--- src/rtl/stack_op_sequencer_if.sv ---
// stack_op_sequencer_if: control-unit, stack and ALU signals of the stack sequencer
interface stack_op_sequencer_if #(
    parameter int W  = 16,
    parameter int CW = 5
);
    logic          start;
    logic [3:0]    opcode;
    logic [W-1:0]  imm;
    logic          busy;
    logic          done;
    logic [1:0]    err_code;
    logic [W-1:0]  result;
    logic [CW-1:0] depth;
    logic          stk_push;
    logic          stk_pop;
    logic          stk_controle_pilha;
    logic [W-1:0]  stk_din_uc;
    logic [W-1:0]  stk_dout;
    logic [2:0]    alu_op;
    logic [W-1:0]  alu_a;
    logic [W-1:0]  alu_b;
    logic [2*W-1:0] alu_res;

    modport master (
        output start, opcode, imm, stk_dout, alu_res,
        input  busy, done, err_code, result, depth, stk_push, stk_pop,
               stk_controle_pilha, stk_din_uc, alu_op, alu_a, alu_b
    );

    modport slave (
        input  start, opcode, imm, stk_dout, alu_res,
        output busy, done, err_code, result, depth, stk_push, stk_pop,
               stk_controle_pilha, stk_din_uc, alu_op, alu_a, alu_b
    );
endinterface

--- src/rtl/stack_op_sequencer.sv ---
// stack_op_sequencer: control FSM sequencing pops, ALU hand-off and pushes on the operand stack
module stack_op_sequencer #(
    parameter int W     = 16,
    parameter int DEPTH = 16,
    parameter int CW    = 5
) (
    input logic                clk,
    input logic                rst,
    stack_op_sequencer_if.slave bus
);
    typedef enum logic [2:0] {IDLE, POP1, POP2, CAP, PUSH1, PUSH2, DONE} state_t;
    state_t        state;
    logic [3:0]    op;
    logic          busy, done, push, pop, ctl;
    logic [1:0]    err;
    logic [W-1:0]  result, din_uc, a, b;
    logic [CW-1:0] depth;
    logic [2:0]    alu_op;
    logic [1:0]    chk;
    logic          is_bin;
    logic          unused;
    assign unused = ^bus.alu_res[2*W-1:W];
    // Legality check of the offered instruction against the current depth
    always_comb begin
        is_bin = bus.opcode >= 4'd4 && bus.opcode <= 4'd8;
        chk = bus.opcode > 4'd8 ? 2'd3 :
              bus.opcode == 4'd1 && depth == CW'(DEPTH) ? 2'd2 :
              (bus.opcode == 4'd2 || bus.opcode == 4'd3) && depth == '0 ? 2'd1 :
              bus.opcode == 4'd3 && depth == CW'(DEPTH) ? 2'd2 :
              is_bin && depth < CW'(2) ? 2'd1 : 2'd0;
    end
    // Instruction FSM; every output is a register so the stack sees clean strobes
    always_ff @(posedge clk or posedge rst) begin
        if (rst) begin
            state <= IDLE;
            op <= '0;
            busy <= 1'b0;
            done <= 1'b0;
            push <= 1'b0;
            pop <= 1'b0;
            ctl <= 1'b0;
            err <= '0;
            result <= '0;
            din_uc <= '0;
            a <= '0;
            b <= '0;
            depth <= '0;
            alu_op <= '0;
        end else begin
            push <= 1'b0;
            pop <= 1'b0;
            ctl <= 1'b0;
            done <= 1'b0;
            depth <= depth + CW'(push) - CW'(pop);
            case (state)
                IDLE: if (bus.start) begin
                    op <= bus.opcode;
                    busy <= 1'b1;
                    err <= chk;
                    if (chk != 2'd0 || bus.opcode == 4'd0) begin
                        state <= DONE;
                        done <= 1'b1;
                    end else if (bus.opcode == 4'd1) begin
                        state <= PUSH1;
                        push <= 1'b1;
                        din_uc <= bus.imm;
                    end else begin
                        state <= POP1;
                        pop <= 1'b1;
                        alu_op <= is_bin ? 3'(bus.opcode - 4'd4) : alu_op;
                    end
                end
                POP1: begin
                    state <= op >= 4'd4 ? POP2 : CAP;
                    pop <= op >= 4'd4;
                end
                POP2: begin
                    b <= bus.stk_dout;
                    state <= CAP;
                end
                CAP: begin
                    if (op == 4'd2) begin
                        result <= bus.stk_dout;
                        state <= DONE;
                        done <= 1'b1;
                    end else begin
                        din_uc <= op == 4'd3 ? bus.stk_dout : din_uc;
                        a <= op == 4'd3 ? a : bus.stk_dout;
                        ctl <= op != 4'd3;
                        push <= 1'b1;
                        state <= PUSH1;
                    end
                end
                PUSH1: begin
                    result <= op >= 4'd4 ? bus.alu_res[W-1:0] : result;
                    push <= op == 4'd3;
                    state <= op == 4'd3 ? PUSH2 : DONE;
                    done <= op != 4'd3;
                end
                PUSH2: begin
                    state <= DONE;
                    done <= 1'b1;
                end
                DONE: begin
                    state <= IDLE;
                    busy <= 1'b0;
                end
                default: state <= IDLE;
            endcase
        end
    end
    assign bus.busy = busy;
    assign bus.done = done;
    assign bus.err_code = err;
    assign bus.result = result;
    assign bus.depth = depth;
    assign bus.stk_push = push;
    assign bus.stk_pop = pop;
    assign bus.stk_controle_pilha = ctl;
    assign bus.stk_din_uc = din_uc;
    assign bus.alu_op = alu_op;
    assign bus.alu_a = a;
    assign bus.alu_b = b;
endmodule

--- src/flat_wrapper.sv ---
// flat-port wrapper written by rule: the top's interface ports become plain ports
module stack_op_sequencer_flat 
#(
    parameter int W     = 16,
    parameter int DEPTH = 16,
    parameter int CW    = 5
)
  (clk, rst, bus_start, bus_opcode, bus_imm, bus_stk_dout, bus_alu_res, bus_busy, bus_done, bus_err_code, bus_result, bus_depth, bus_stk_push, bus_stk_pop, bus_stk_controle_pilha, bus_stk_din_uc, bus_alu_op, bus_alu_a, bus_alu_b);
  stack_op_sequencer_if #(.W(W), .CW(CW)) bus_i ();
  input logic clk;
  input logic rst;
  input wire logic [$bits(bus_i.start)-1:0] bus_start;
  input wire logic [$bits(bus_i.opcode)-1:0] bus_opcode;
  input wire logic [$bits(bus_i.imm)-1:0] bus_imm;
  input wire logic [$bits(bus_i.stk_dout)-1:0] bus_stk_dout;
  input wire logic [$bits(bus_i.alu_res)-1:0] bus_alu_res;
  output wire logic [$bits(bus_i.busy)-1:0] bus_busy;
  output wire logic [$bits(bus_i.done)-1:0] bus_done;
  output wire logic [$bits(bus_i.err_code)-1:0] bus_err_code;
  output wire logic [$bits(bus_i.result)-1:0] bus_result;
  output wire logic [$bits(bus_i.depth)-1:0] bus_depth;
  output wire logic [$bits(bus_i.stk_push)-1:0] bus_stk_push;
  output wire logic [$bits(bus_i.stk_pop)-1:0] bus_stk_pop;
  output wire logic [$bits(bus_i.stk_controle_pilha)-1:0] bus_stk_controle_pilha;
  output wire logic [$bits(bus_i.stk_din_uc)-1:0] bus_stk_din_uc;
  output wire logic [$bits(bus_i.alu_op)-1:0] bus_alu_op;
  output wire logic [$bits(bus_i.alu_a)-1:0] bus_alu_a;
  output wire logic [$bits(bus_i.alu_b)-1:0] bus_alu_b;
  assign bus_i.start = bus_start;
  assign bus_i.opcode = bus_opcode;
  assign bus_i.imm = bus_imm;
  assign bus_i.stk_dout = bus_stk_dout;
  assign bus_i.alu_res = bus_alu_res;
  assign bus_busy = bus_i.busy;
  assign bus_done = bus_i.done;
  assign bus_err_code = bus_i.err_code;
  assign bus_result = bus_i.result;
  assign bus_depth = bus_i.depth;
  assign bus_stk_push = bus_i.stk_push;
  assign bus_stk_pop = bus_i.stk_pop;
  assign bus_stk_controle_pilha = bus_i.stk_controle_pilha;
  assign bus_stk_din_uc = bus_i.stk_din_uc;
  assign bus_alu_op = bus_i.alu_op;
  assign bus_alu_a = bus_i.alu_a;
  assign bus_alu_b = bus_i.alu_b;
  stack_op_sequencer #(.W(W), .DEPTH(DEPTH), .CW(CW)) u_core (.clk(clk), .rst(rst), .bus(bus_i));
endmodule
--- config.mk ---
export PLATFORM = sky130hd
export DESIGN_NAME = stack_op_sequencer_flat
export DESIGN_NICKNAME = d
export VERILOG_FILES = /design/src/rtl/stack_op_sequencer_if.sv /design/src/rtl/stack_op_sequencer.sv /design/src/flat_wrapper.sv
export SDC_FILE = /design/constraint.sdc
export NUM_CORES = 1
export LEC_CHECK = 0
export ABC_AREA = 1
export CORE_MARGIN = 3
export CORE_UTILIZATION = 45
export DETAILED_ROUTE_END_ITERATION = 10
export HOLD_SLACK_MARGIN = 0.15
export PLACE_DENSITY_LB_ADDON = 0.15
export RECOVER_POWER = 100
export SETUP_SLACK_MARGIN = 0.5
export SLEW_MARGIN = 20
export SYNTH_ARGS = -nofsm -noshare
export SYNTH_HDL_FRONTEND = slang
export SYNTH_SLANG_ARGS = --single-unit
--- constraint.sdc ---
create_clock -name clk -period 2.9 [get_ports clk]
set_input_delay 0.29 -clock clk [delete_from_list [all_inputs] [get_ports clk]]
set_output_delay 0.29 -clock clk [all_outputs]
set_load 0.01 [all_outputs]
==> results of run 1 <==
==> power by group through the flow <==
stage	clock network, mW	registers, mW	logic (mW)
4_1_cts	0.797	2.14	3.09
3_3_place_gp	0	2.13	3.02
5_1_grt	0.860	2.18	3.08
2_1_floorplan	0	2.35	1.45
6_report	0.787	2.10	2.73
3_5_place_dp	0	2.15	3.08
==> cells by family after synthesis <==
logic type      after synthesis
xor+xnor                      3
compound gates              102
flops                        86
simple gates                201
fa+ha+maj                    10
buf+inv                      85
==> how the worst min path moves through the flow <==
stage                                   start                        end  cells after the start
floorplan                       bus_opcode[0]       u_core.bus.alu_op[0]                      2
global placement    u_core.bus.stk_din_uc[11]  u_core.bus.stk_din_uc[11]                      2
detailed placement  u_core.bus.stk_din_uc[13]  u_core.bus.stk_din_uc[13]                      2
CTS                                       rst            u_core.bus.busy                      2
global route         u_core.bus.stk_din_uc[0]   u_core.bus.stk_din_uc[0]                      2
finish              u_core.bus.stk_din_uc[13]  u_core.bus.stk_din_uc[13]                      2
==> routing by layer <==
| layer | global-route usage, % | vias to the layer above | share of wire (%) |
|---|---|---|---|
| li1 | - | 1795 | - |
| met1 | 31.0 | 1645 | 46 |
| met2 | 31.6 | 122 | 44 |
| met3 | 5.60 | 14 | 8.1 |
| met4 | 7.77 | 0 | 1.7 |
| met5 | 0 | - | 0 |
==> sequential cells by signal, indices dropped and copies added (netlist names) <==
register / count
u_core.bus.done: 1
u_core.bus.stk_pop: 1
u_core.state: 3
u_core.bus.busy: 1
u_core.bus.err_code: 2
u_core.bus.alu_op: 3
u_core.bus.alu_a: 16
u_core.bus.stk_controle_pilha: 1
u_core.bus.depth: 5
u_core.bus.alu_b: 16
u_core.bus.stk_din_uc: 16
u_core.bus.result: 16
u_core.bus.stk_push: 1
u_core.op: 4
==> synth_stat cells (all sizes together) <==
cell type	instances	area share (%)
xor2	3	0.63
nand3	26	3.1
fa	1	0.48
o21ai	90	12
a21oi	10	1.4
nor2	19	2.8
nand4	4	0.60
dfrtp	86	52
clkinv	1	0.090
ha	9	2.7
buf	6	1.4
inv	65	5.9
nor3	7	1.2
a21boi	1	0.18
clkbuf	13	1.2
o21a	1	0.18
nand2	145	14
==> stage by stage <==
step                util [%]  instances  hold slack, ps  cell area (um2)  power, mW
floorplan                  -        487             435             4170       3.80
global placement        63.1        714             456             5580       5.15
detailed placement      63.1        714             458             5580       5.23
CTS                     65.1        730             298             5760       6.03
global route            63.9        730             506             5660       6.12
finish                  63.9        730             470             5660       5.61
==> layout make-up <==
| cell class | count | share of cell area (%) |
|---|---|---|
| inverter | 66 | 4.40 |
| multi-input combinational | 316 | 28.0 |
| clock buffer | 9 | 2.19 |
| tap | 108 | 2.39 |
| clock inverter | 7 | 0.973 |
| sequential | 86 | 38.0 |
| timing repair buffer | 138 | 24.0 |
==> critical path, cell delays in order (launching register included) <==
cell,delay [ps]
dfrtp_1,460
nor3_1,590
nand2_1,380
clkinv_1,280
nand4_1,210
nand2_1,110
nand2_1,50
==> flow_metrics.env, run 1 <==
export IMPL_status="completed"
export IMPL_finalHoldViolations=0
export IMPL_drc=0
export IMPL_first_pass_iters=4
export IMPL_vias=3576
export IMPL_dp_slack_ps=604
export IMPL_r2r_start="u_core.state[0]"
export IMPL_swShare_pct=40.9
export IMPL_yosysSeqAreaShare_pct=51.7
export IMPL_wirelength_um=10700
export IMPL_crit_path_end="u_core.bus.alu_op[1]"
export IMPL_r2r_cells=6
export IMPL_cp_start_kind="flop"
export IMPL_vias_per_cell=4.90
export IMPL_synthMuxAreaShare_pct=0
export IMPL_synth_compound_area_share_pct=14.1
export IMPL_hpwl_um=8090
export IMPL_area_delta_synth_final_pct=35.9
export IMPL_p_sw_mw=2.30
export IMPL_synthesis_instances=487
export IMPL_row_count=34
export IMPL_min_period_ps=2180
export IMPL_cts_buffers_inserted=9
export IMPL_powerDensity_nw_per_um2=992
export IMPL_rsz0062_at_grt="no"
export IMPL_cts_root_buf="clkbuf_8"
export IMPL_port_buffers=133
export IMPL_maxSlewHeadroom_pct=27.7
export IMPL_synth_warnings=0
export IMPL_multi_input_area_um2=1580
export IMPL_postCtsHoldBufs=0
export IMPL_combPwrFrac_pct=48.6
export IMPL_grt_pass1_vias=3508
export IMPL_nets=698
export IMPL_setup_viol=0
export IMPL_cp_arrival_ps=2430
export IMPL_grt_use_total_pct=21.6
export IMPL_htree_levels=3
export IMPL_fin_ws_ps=719
export IMPL_fin_worst_skew_ps=15.4
export IMPL_crit_path_end_kind="flop"
export IMPL_synthDistinctLibCells=30
export IMPL_die_h_um=102
export IMPL_clockBufferDepth=2
export IMPL_regArea_um2=2150
export IMPL_finalMaxSlewViolations=0
export IMPL_die_w_um=102
export IMPL_die_area_um2=10400
export IMPL_timing_setup_tns_ps=0
export IMPL_p_int_mw=3.32
export IMPL_gp_congestion=0.894
export IMPL_mostFrequentLayoutCell="nand2_1"
export IMPL_clock_sinks=86
export IMPL_cp_required_ps=3150
export IMPL_start_util_pct=47.0
export IMPL_antenna_found_initial=0
export IMPL_crit_type="reg2reg"
export IMPL_hp_class="reg2reg"
export IMPL_cts_tree="done"
export IMPL_maxCapViolations=0
export IMPL_clk_pin_slew_ps=90
export IMPL_diodes=0
export IMPL_syn_area_um2=4160
export IMPL_synth_top_family_by_area="simple AND/OR/NAND/NOR gates"
export IMPL_antenna_left=0
export IMPL_synth_xor_area_share_pct=0.631
export IMPL_grt_overflow=0
export IMPL_post_route_period_util_pct=75.2
export IMPL_peakVddDrop_mv=0.443
export IMPL_seqPwrFrac_pct=37.4
export IMPL_synth_seq_cells=86
export IMPL_io_pins=150
export IMPL_rr_endpoint="u_core.bus.alu_op[1]"
export IMPL_wire_per_inst_um=14.7
export IMPL_synthAdderAreaFrac_pct=3.19
export IMPL_grt_max_degree=39
export IMPL_synthSimpleGateAreaFrac_pct=21.9
export IMPL_fillers=804
export IMPL_p_clk_share_pct=14.0
export IMPL_drive_gt1_share_pct=6.59
export IMPL_cp_startpoint="u_core.state[0]"
export IMPL_final_cell_mix="nand2_1, dfrtp_1, o21ai_0, dlygate4sd3_1, inv_1"
export IMPL_critPathMaxFanout=11
export IMPL_postSynthAreaPerCell_um2=8.55
export IMPL_grt_pass1_wl_um=17500
export IMPL_syn_nets=568
export IMPL_p_leak_nw=2.79
export IMPL_r2r_setup_slack_ps=720
export IMPL_clk_latency_ps=360
export IMPL_worst_pin_slew_ps=1080
export IMPL_fmax_ghz=0.459
export IMPL_core_um2=8850
export IMPL_postCtsSetupRepairBufs=0
export IMPL_first_iter_violations=178
export IMPL_ctsResizeCount=0
No activity file was read; power rests on OpenSTA's default activity.
==> inputs of run 2 (changes only) <==
clock period = 2.1 ns   (was 2.9 ns; I/O delays follow)
==> flow_metrics.env, run 2 (same netlist as run 1, synthesis figures left out) <==
export IMPL_crit_path_end_kind="flop"
export IMPL_vias=4147
export IMPL_cp_start_kind="flop"
export IMPL_cts_tree="done"
export IMPL_min_to="u_core.bus.alu_op[1]"
export IMPL_antenna_found_initial=0
export IMPL_rsz0062_at_grt="yes"
export IMPL_drc=0
export IMPL_clk_pin_slew_ps=90
export IMPL_min_period_ps=1880
export IMPL_vias_per_cell=5.24
export IMPL_antenna_left=0
export IMPL_cp_arrival_ps=2130
export IMPL_hp_class="in2reg"
export IMPL_die_h_um=102
export IMPL_clk_latency_ps=360
export IMPL_maxCapViolations=0
export IMPL_grt_use_total_pct=25.4
export IMPL_fmax_ghz=0.533
export IMPL_drive_gt1_share_pct=23.0
export IMPL_gp_congestion=0.830
export IMPL_row_count=34
export IMPL_peakVddDrop_mv=0.785
export IMPL_slowest_delay_ps=390
export IMPL_clock_sinks=86
export IMPL_fin_worst_skew_ps=10.8
export IMPL_grt_pass1_wl_um=20400
export IMPL_wirelength_um=14000
export IMPL_finalMaxSlewViolations=0
export IMPL_cp_required_ps=2350
export IMPL_start_util_pct=47.0
export IMPL_die_w_um=102
export IMPL_finalHoldViolations=0
export IMPL_clockBufferDepth=2
export IMPL_crit_type="reg2reg"
export IMPL_path_delay_family="simple AND/OR/NAND/NOR gates"
export IMPL_whs_path_depth=3
export IMPL_r2r_cells=12
export IMPL_fillers=634
export IMPL_cts_buffers_inserted=9
export IMPL_mostFrequentLayoutCell="nand2_1"
export IMPL_r2r_start="u_core.bus.depth[3]"
export IMPL_diodes=0
export IMPL_p_total_mw=9.83
export IMPL_die_area_um2=10400
export IMPL_rr_endpoint="u_core.bus.stk_din_uc[9]"
export IMPL_wire_per_inst_um=17.7
export IMPL_area_delta_synth_final_pct=60.1
export IMPL_core_um2=8850
export IMPL_powerDensity_nw_per_um2=1480
export IMPL_post_route_period_util_pct=89.3
export IMPL_hpwl_um=8330
export IMPL_grt_pass1_vias=3882
export IMPL_p_leak_nw=3.23
export IMPL_grt_overflow=0
export IMPL_io_pins=150
export IMPL_grt_max_degree=50
export IMPL_htree_levels=3
export IMPL_worstPathCellList="inv_1 -> ha_1 -> a21boi_2 -> nand3_2 -> nand3_1 -> nor2_4 -> inv_4 -> nand2_8 -> buf_6 -> nand2_8 -> nand2_1 -> nand2_2"
export IMPL_first_pass_iters=5
export IMPL_status="completed"
export IMPL_r2r_setup_slack_ps=220
export IMPL_maxSlewHeadroom_pct=63.9
export IMPL_timing_setup_tns_ps=0
export IMPL_setup_viol=0
export IMPL_min_from="bus_opcode[1]"
export IMPL_worst_pin_slew_ps=541
export IMPL_crit_top_cell="nand2_8"
export IMPL_cts_root_buf="clkbuf_8"
export IMPL_final_cell_mix="nand2_1, dfrtp_1, dlygate4sd3_1, o21ai_0, inv_1"
export IMPL_slowest_stage="dfrtp_1"
export IMPL_nets=759
export IMPL_critical_path_buf_inv_count=3
export IMPL_first_iter_violations=211
export IMPL_critPathMaxFanout=8
export IMPL_port_buffers=133
-- run 2: cell count changes in the layout (fill, tap and decap cells not counted), sizes merged, moves of 2 or more --
cell / change
bufinv: +2
clkdlybuf4s25: +5
clkbuf: +3
dlygate4sd3: -4
buf: +56
clkdlybuf4s50: -2
-- run 2: final cells by class --
class / instances / area [um2] / area share (%)
clock inverters: 7 / 95.1 / 1.43
multi-input cells: 317 / 1820 / 27.3
flip-flops and latches: 86 / 2160 / 32.4
well taps: 108 / 135 / 2.03
clock buffers: 9 / 124 / 1.86
inverters: 66 / 262 / 3.92
repair buffers: 198 / 2070 / 31.1
-- run 2: tightest hold or removal path, cell delays in order --
cell	delay, ps
dlymetal6s2s_1	170
nand4_1	110
nand2_1	50
-- run 2: worst max path at each step --
stage                                   start                         to  slack, ps  cells after the start
final                     u_core.bus.depth[3]   u_core.bus.stk_din_uc[9]        220                     12
after detailed placement        bus_opcode[0]  u_core.bus.stk_din_uc[11]          1                     13
after CTS                  u_core.bus.stk_pop        u_core.bus.depth[4]        340                      8
after global placement          bus_opcode[0]  u_core.bus.stk_din_uc[12]        120                     13
after global routing          u_core.state[0]       u_core.bus.alu_op[2]        130                      8
after floorplan           u_core.bus.depth[0]        u_core.bus.depth[4]        360                      9
-- run 2: repair_timing --
item,CTS,global route
setup buffers,29,19
pin swaps,11,23
setup endpoints to repair,60,58
gates resized for setup,39,48
hold endpoints to repair,6,0
hold buffers,1,0
cloned,7,1
-- run 2: power breakdown --
group / switching (mW) / total [mW] / internal, mW
Clock: 0.645 / 1.32 / 0.675
Combinational: 2.80 / 5.58 / 2.78
Sequential: 0.483 / 2.93 / 2.45
-- run 2: per-layer routing --
metal	wire [um]	vias up	share of wire (%)	global-route usage, %
met1	5740	1995	41	34.3
met2	7020	178	50	40.8
met3	932	28	6.6	4.98
li1	-	1946	-	-
met4	320	0	2.3	9.59
met5	0	-	0	0
-- run 2: metrics by stage --
stage / cell area (um2) / instances / utilization, % / setup WS [ps] / hold slack, ps
2_1_floorplan: 4210 / 487 / - / 360 / 354
3_3_place_gp: 5690 / 718 / 64.3 / 124 / 452
3_5_place_dp: 5690 / 718 / 64.3 / 1.10 / 463
4_1_cts: 6460 / 771 / 73.0 / 343 / 323
5_1_grt: 6660 / 791 / 75.3 / 127 / 241
6_report: 6660 / 791 / 75.3 / 224 / 204
